[src/rtl/addsub_nibble_seq.sv]
`default_nettype none
// ============================================================================
// Module   : addsub_nibble_seq
// Brief    : W-bit add/sub through one shared 4-bit slice, LSB nibble first.
// Revision : 1.0
// ============================================================================
module addsub_nibble_seq #(
   parameter int NIBBLES = 4
) (
   input  logic                 clk,
   input  logic                 rst_n,
   input  logic                 req_valid,
   output logic                 req_ready,
   input  logic [4*NIBBLES-1:0] req_a,
   input  logic [4*NIBBLES-1:0] req_b,
   input  logic                 req_sel_add1_sub0,
   output logic                 rsp_valid,
   input  logic                 rsp_ready,
   output logic [4*NIBBLES-1:0] rsp_result,
   output logic                 rsp_carry_borrow_out,
   output logic                 rsp_overflow,
   output logic                 busy
);

   localparam int W  = 4 * NIBBLES;
   localparam int IW = (NIBBLES > 1) ? $clog2(NIBBLES) : 1;
   localparam logic [IW-1:0] c_LAST = IW'(NIBBLES - 1);

   typedef enum logic [1:0] {
      S_IDLE = 2'd0,
      S_RUN  = 2'd1,
      S_DONE = 2'd2
   } state_t;

   state_t          r_state;
   logic [IW-1:0]   r_idx;
   logic            r_carry;
   logic            r_sel;
   logic [W-1:0]    r_a;
   logic [W-1:0]    r_b;
   logic [W-1:0]    r_result;
   logic            r_req_ready;
   logic            r_rsp_valid;
   logic            r_cbo;
   logic            r_ovf;
   logic            r_busy;

   logic [3:0]      w_a_nib;
   logic [3:0]      w_b_nib;
   logic [4:0]      w_sum;

   // Subtract is A + ~B + 1: the +1 comes from the carry seeded at accept.
   assign w_a_nib = r_a[{r_idx, 2'b00} +: 4];
   assign w_b_nib = r_sel ? r_b[{r_idx, 2'b00} +: 4] : ~r_b[{r_idx, 2'b00} +: 4];
   assign w_sum   = {1'b0, w_a_nib} + {1'b0, w_b_nib} + {4'b0000, r_carry};

   always_ff @(posedge clk or negedge rst_n) begin
      if (!rst_n) begin
         r_state     <= S_IDLE;
         r_idx       <= '0;
         r_carry     <= 1'b0;
         r_sel       <= 1'b0;
         r_a         <= '0;
         r_b         <= '0;
         r_result    <= '0;
         r_req_ready <= 1'b0;
         r_rsp_valid <= 1'b0;
         r_cbo       <= 1'b0;
         r_ovf       <= 1'b0;
         r_busy      <= 1'b0;
      end else begin
         case (r_state)
            S_IDLE: begin
               r_req_ready <= 1'b1;
               if (req_valid && r_req_ready) begin
                  r_a         <= req_a;
                  r_b         <= req_b;
                  r_sel       <= req_sel_add1_sub0;
                  r_carry     <= ~req_sel_add1_sub0;
                  r_idx       <= '0;
                  r_req_ready <= 1'b0;
                  r_busy      <= 1'b1;
                  r_state     <= S_RUN;
               end
            end
            S_RUN: begin
               r_result[{r_idx, 2'b00} +: 4] <= w_sum[3:0];
               r_carry <= w_sum[4];
               if (r_idx == c_LAST) begin
                  r_idx       <= '0;
                  r_cbo       <= r_sel ? w_sum[4] : ~w_sum[4];
                  // Same-sign operands giving an opposite-sign result <=> c_in(MSB) ^ c_out(MSB).
                  r_ovf       <= (w_a_nib[3] == w_b_nib[3]) && (w_sum[3] != w_a_nib[3]);
                  r_rsp_valid <= 1'b1;
                  r_state     <= S_DONE;
               end else begin
                  r_idx <= r_idx + 1'b1;
               end
            end
            S_DONE: begin
               if (rsp_ready) begin
                  r_rsp_valid <= 1'b0;
                  r_busy      <= 1'b0;
                  r_req_ready <= 1'b1;
                  r_state     <= S_IDLE;
               end
            end
            default: begin
               r_state <= S_IDLE;
            end
         endcase
      end
   end

   assign req_ready            = r_req_ready;
   assign rsp_valid            = r_rsp_valid;
   assign rsp_result           = r_result;
   assign rsp_carry_borrow_out = r_cbo;
   assign rsp_overflow         = r_ovf;
   assign busy                 = r_busy;

endmodule
`default_nettype wire

[config.mk]
export PLATFORM = sky130hd
export DESIGN_NAME = addsub_nibble_seq
export DESIGN_NICKNAME = d
export VERILOG_FILES = /design/src/rtl/addsub_nibble_seq.sv
export SDC_FILE = /design/constraint.sdc
export NUM_CORES = 1
export LEC_CHECK = 0
export BUFFER_PORTS_ARGS = -buffer_cell sky130_fd_sc_hd__buf_2
export CORE_UTILIZATION = 35
export CTS_CLUSTER_SIZE = 20
export DETAILED_ROUTE_END_ITERATION = 10
export GPL_TIMING_DRIVEN = 0
export PLACE_DENSITY = 0.63
export SKIP_LAST_GASP = 1
export SLEW_MARGIN = 30
export SYNTH_ARGS = -nofsm -noshare
export SYNTH_HDL_FRONTEND = slang
export SYNTH_SLANG_ARGS = --single-unit
[constraint.sdc]
create_clock -name clk -period 2.97 [get_ports clk]
set_input_delay 0.1485 -clock clk [delete_from_list [all_inputs] [get_ports clk]]
set_output_delay 0.1485 -clock clk [all_outputs]
set_load 0.02 [all_outputs]
==> impl_metrics.csv <==
group,metric,value,unit
pwr,power.density,1380,nW/µm²
grt,grt_use_met3,4.48,%
floorplan,die-width,91.8,µm
sta,fin_crit_sh,93.0,%
logic_synthesis,syn_nets,258,
final_layout,drive_gt1_share,46.1,%
logic_synthesis,ys_types,33,
setup_path,path_buf_inv,4,
setup_path,crit_required,3.19,ns
pwr,p_leak,1.66,nW
pwr,peakVddDrop,0.894,mV
clocking,clkTransAtPathRegs,0.08,ns
clocking,cts-buffers-inserted,9,
grt,grt_busiest_layer,"met2",
logic_synthesis,syn-cell-area,2820,µm²
setup_path,reg2reg_to,"rsp_carry_borrow_out$_DFFE_PN0P_",
grt,grt_max_degree,60,
floorplan,placementRows,32,
logic_synthesis,synth_seq_cells,59,
setup_path,crit_path_end_kind,"flop",
setup_path,crit_chain,"buf_6, buf_6, mux4_2, inv_1, fa_1, inv_1, fa_1, a21o_1, a21oi_2, xnor2_1, o21ai_0",
setup_path,crit_type,"flop to flop",
sta,fin_crit,2.76,ns
route,drtPass1Iterations,4,
logic_synthesis,ys_warn_count,0,
floorplan,fp.dieH,91.8,µm
setup_path,r2r_start,"r_idx[0]$_DFFE_PN0P_",
sta,max_freq,362,MHz
final_layout,nNetsFinal,327,
route,ant_nets,0,
logic_synthesis,synth_most_common_cell,"dfrtp_1",
route,drtIter0Drc,102,
route,vias,1841,
logic_synthesis,avgSynthCellArea,13.4,µm²
outcome,outcome,"finished, final reports clean",
final_layout,num_antenna_cells,0,
setup_path,rrSetupSlack,0.21,ns
sta,hold_viol,0,
clocking,ctsRootBufferMaster,"clkbuf_8",
setup_path,crit_path_start_kind,"flop",
sta,skew,0.0110,ns
clocking,cts_tree,"built",
floorplan,dieArea,8420,µm²
final_layout,area_delta_synth_final,24.3,%
worst_hold_path,hp-class,"input pin to flop",
sta,setup_viol,0,
job,maxCapViolCount,0,
place,dpl.hpwl,4060,µm
worst_hold_path,min_from,"req_b[6]",
setup_path,arrival,2.98,ns
route,wl_per_cell,14.8,µm
setup_path,slowest_delay,0.50,ns
clocking,clockBufferDepth,2,
grt,antenna_found_initial,0,
sta,slew_violations,0,
sta,max_slew_margin,49.0,%
setup_path,crit_family,"adder cells",
place,port_buffers,57,
logic_synthesis,async_flop_share,100,%
floorplan,core,7770,µm²
logic_synthesis,yosys_most_used_dff,"dfrtp_1",
setup_path,crit_fanout,10,
final_layout,fill_cells,764,
grt,grt_pass1_wl,9670,µm
clocking,insertion_delay,0.34,ns
setup_path,worstSetupStartpoint,"r_idx[0]$_DFFE_PN0P_",
grt,grt_util_met1,20.6,%
setup_path,critPathSlowestCell,"mux4_2",
grt,overflow,0,
logic_synthesis,yosys.area.top_type_share,52.3,%
sta,worst_pin_slew,0.765,ns
route,via_per_inst,4.77,
sta,setup_tns,0,ns
place,place_congestion,0.740,
logic_synthesis,synthTopCellsByArea,"dfrtp_1 (52%), mux2_2 (13%), mux4_2 (6.4%)",
setup_path,path_depth,11,
logic_synthesis,synth-edff-count,0,
clocking,cts_sinks,59,
place,dp_slack,0.133,ns
logic_synthesis,synth_commonest_cells,"dfrtp_1 (59), mux2_2 (32), nand2_1 (19)",
setup_path,ff2ff_path_depth,11,
grt,grt_pass1_vias,1888,
logic_synthesis,seq_area_frac_synth,52.3,%
floorplan,io_pins,58,
floorplan,initial_core_util,36.3,%
grt,met2_usage,23.3,%
clocking,htree_levels,3,
route,drt-total-wl,5730,µm
sta,rsz0062_at_grt,"no",
logic_synthesis,synth_cells,210,
logic_synthesis,synth_top_area_cell,"dfrtp_1",
final_layout,utilization,45.2,%
sta,fin_ws,0.208,ns
route,drc_errors,0,
setup_path,cp-endpoint,"rsp_carry_borrow_out$_DFFE_PN0P_",
grt,grtUsageTotal,15.3,%
clocking,post_cts_buffers,0,
[flip-flops by register name, indices dropped and copies added (netlist names)]
name and count:
busy 1, r_a 16, r_b 16, r_carry 1
r_idx 2, r_sel 1, r_state 2, req_ready 1
rsp_carry_borrow_out 1, rsp_overflow 1, rsp_result 16, rsp_valid 1
[final cells by class]
type / count / area, µm² / area share [%]
Tap cell: 102 / 128 / 3.64
Clock buffer: 11 / 141 / 4.03
Sequential cell: 59 / 1480 / 42.1
Clock inverter: 5 / 100 / 2.85
Timing Repair Buffer: 58 / 298 / 8.49
Inverter: 8 / 30.0 / 0.856
Buffer: 9 / 83.8 / 2.39
Multi-Input combinational cell: 134 / 1250 / 35.6
[cell families after synthesis]
family                   count (synthesis)  share of synthesized area [%]
flip-flops                              59                           52.3
XOR/XNOR                                 8                           2.48
AND/OR/NAND/NOR                         43                           8.34
adder cells (fa/ha/maj)                 11                           5.41
multiplexers                            41                           19.6
buffers and inverters                   17                           4.04
AO/OA/AOI/OAI                           31                           7.85
[report_power, final]
| part | internal (mW) | switching (mW) |
|---|---|---|
| clock network | 0.578 | 0.325 |
| registers | 1.15 | 0.176 |
| logic | 1.19 | 1.42 |
| total | 2.92 | 1.92 |
[worst register-to-register path, cell delays in order (launching register included)]
cell and delay (ns):
dfrtp_1 0.42, buf_6 0.18, buf_6 0.18, mux4_2 0.51, inv_1 0.11, fa_1 0.19, inv_1 0.05, fa_1 0.41
a21o_1 0.21, a21oi_2 0.17, xnor2_1 0.13, o21ai_0 0.08
[what timing repair did]
item,4_1_cts,5_1_grt
hold buffers,1,0
endpoints found under the setup margin,0,4
resized for setup,0,3
hold endpoints to repair,59,0
[metrics by stage]
step | std cells | total power, mW | hold WS [ns] | area [µm²]
floorplan | 210 | 3.21 | -0.147 | 2820
global placement | 369 | 3.81 | 0.380 | 3230
detailed placement | 369 | 3.87 | 0.279 | 3240
CTS | 386 | 4.78 | 0.0250 | 3490
global route | 386 | 5.26 | 0.0267 | 3510
finish | 386 | 4.84 | 0.0440 | 3510
[per-layer routing]
| layer | part of all wire [%] | vias to the layer above |
|---|---|---|
| li1 | - | 885 |
| met1 | 47 | 904 |
| met2 | 47 | 47 |
| met3 | 4.7 | 5 |
| met4 | 1.2 | 0 |
| met5 | 0 | - |
[worst min path at each step]
| stage | endpoint | cells past startpoint |
|---|---|---|
| detailed placement | busy$_DFFE_PN0P_ | 1 |
| global placement | r_b[2]$_DFFE_PN0P_ | 2 |
| finish | r_b[6]$_DFFE_PN0P_ | 2 |
| global route | r_b[1]$_DFFE_PN0P_ | 2 |
| floorplan | busy$_DFFE_PN0P_ | 0 |
| CTS | r_b[6]$_DFFE_PN0P_ | 2 |
[cell usage in the layout, fill, tap and decap left out, drive strengths merged, types with 2 or more instances in the layout]
cell,netlist,layout
clkinv,0,2
a22o,12,12
nor3,4,4
fa,2,2
inv,8,8
dfrtp,59,59
xnor2,6,6
nor2,7,7
ha,9,9
buf,8,65
a21oi,6,6
nand2,21,21
o21ai,8,8
mux4,8,8
nand2b,4,4
mux2,33,33
o31ai,3,3
clkbuf,1,12
bufinv,0,3
xor2,2,2
or3,3,3
(Power assumes the default switching activity.)
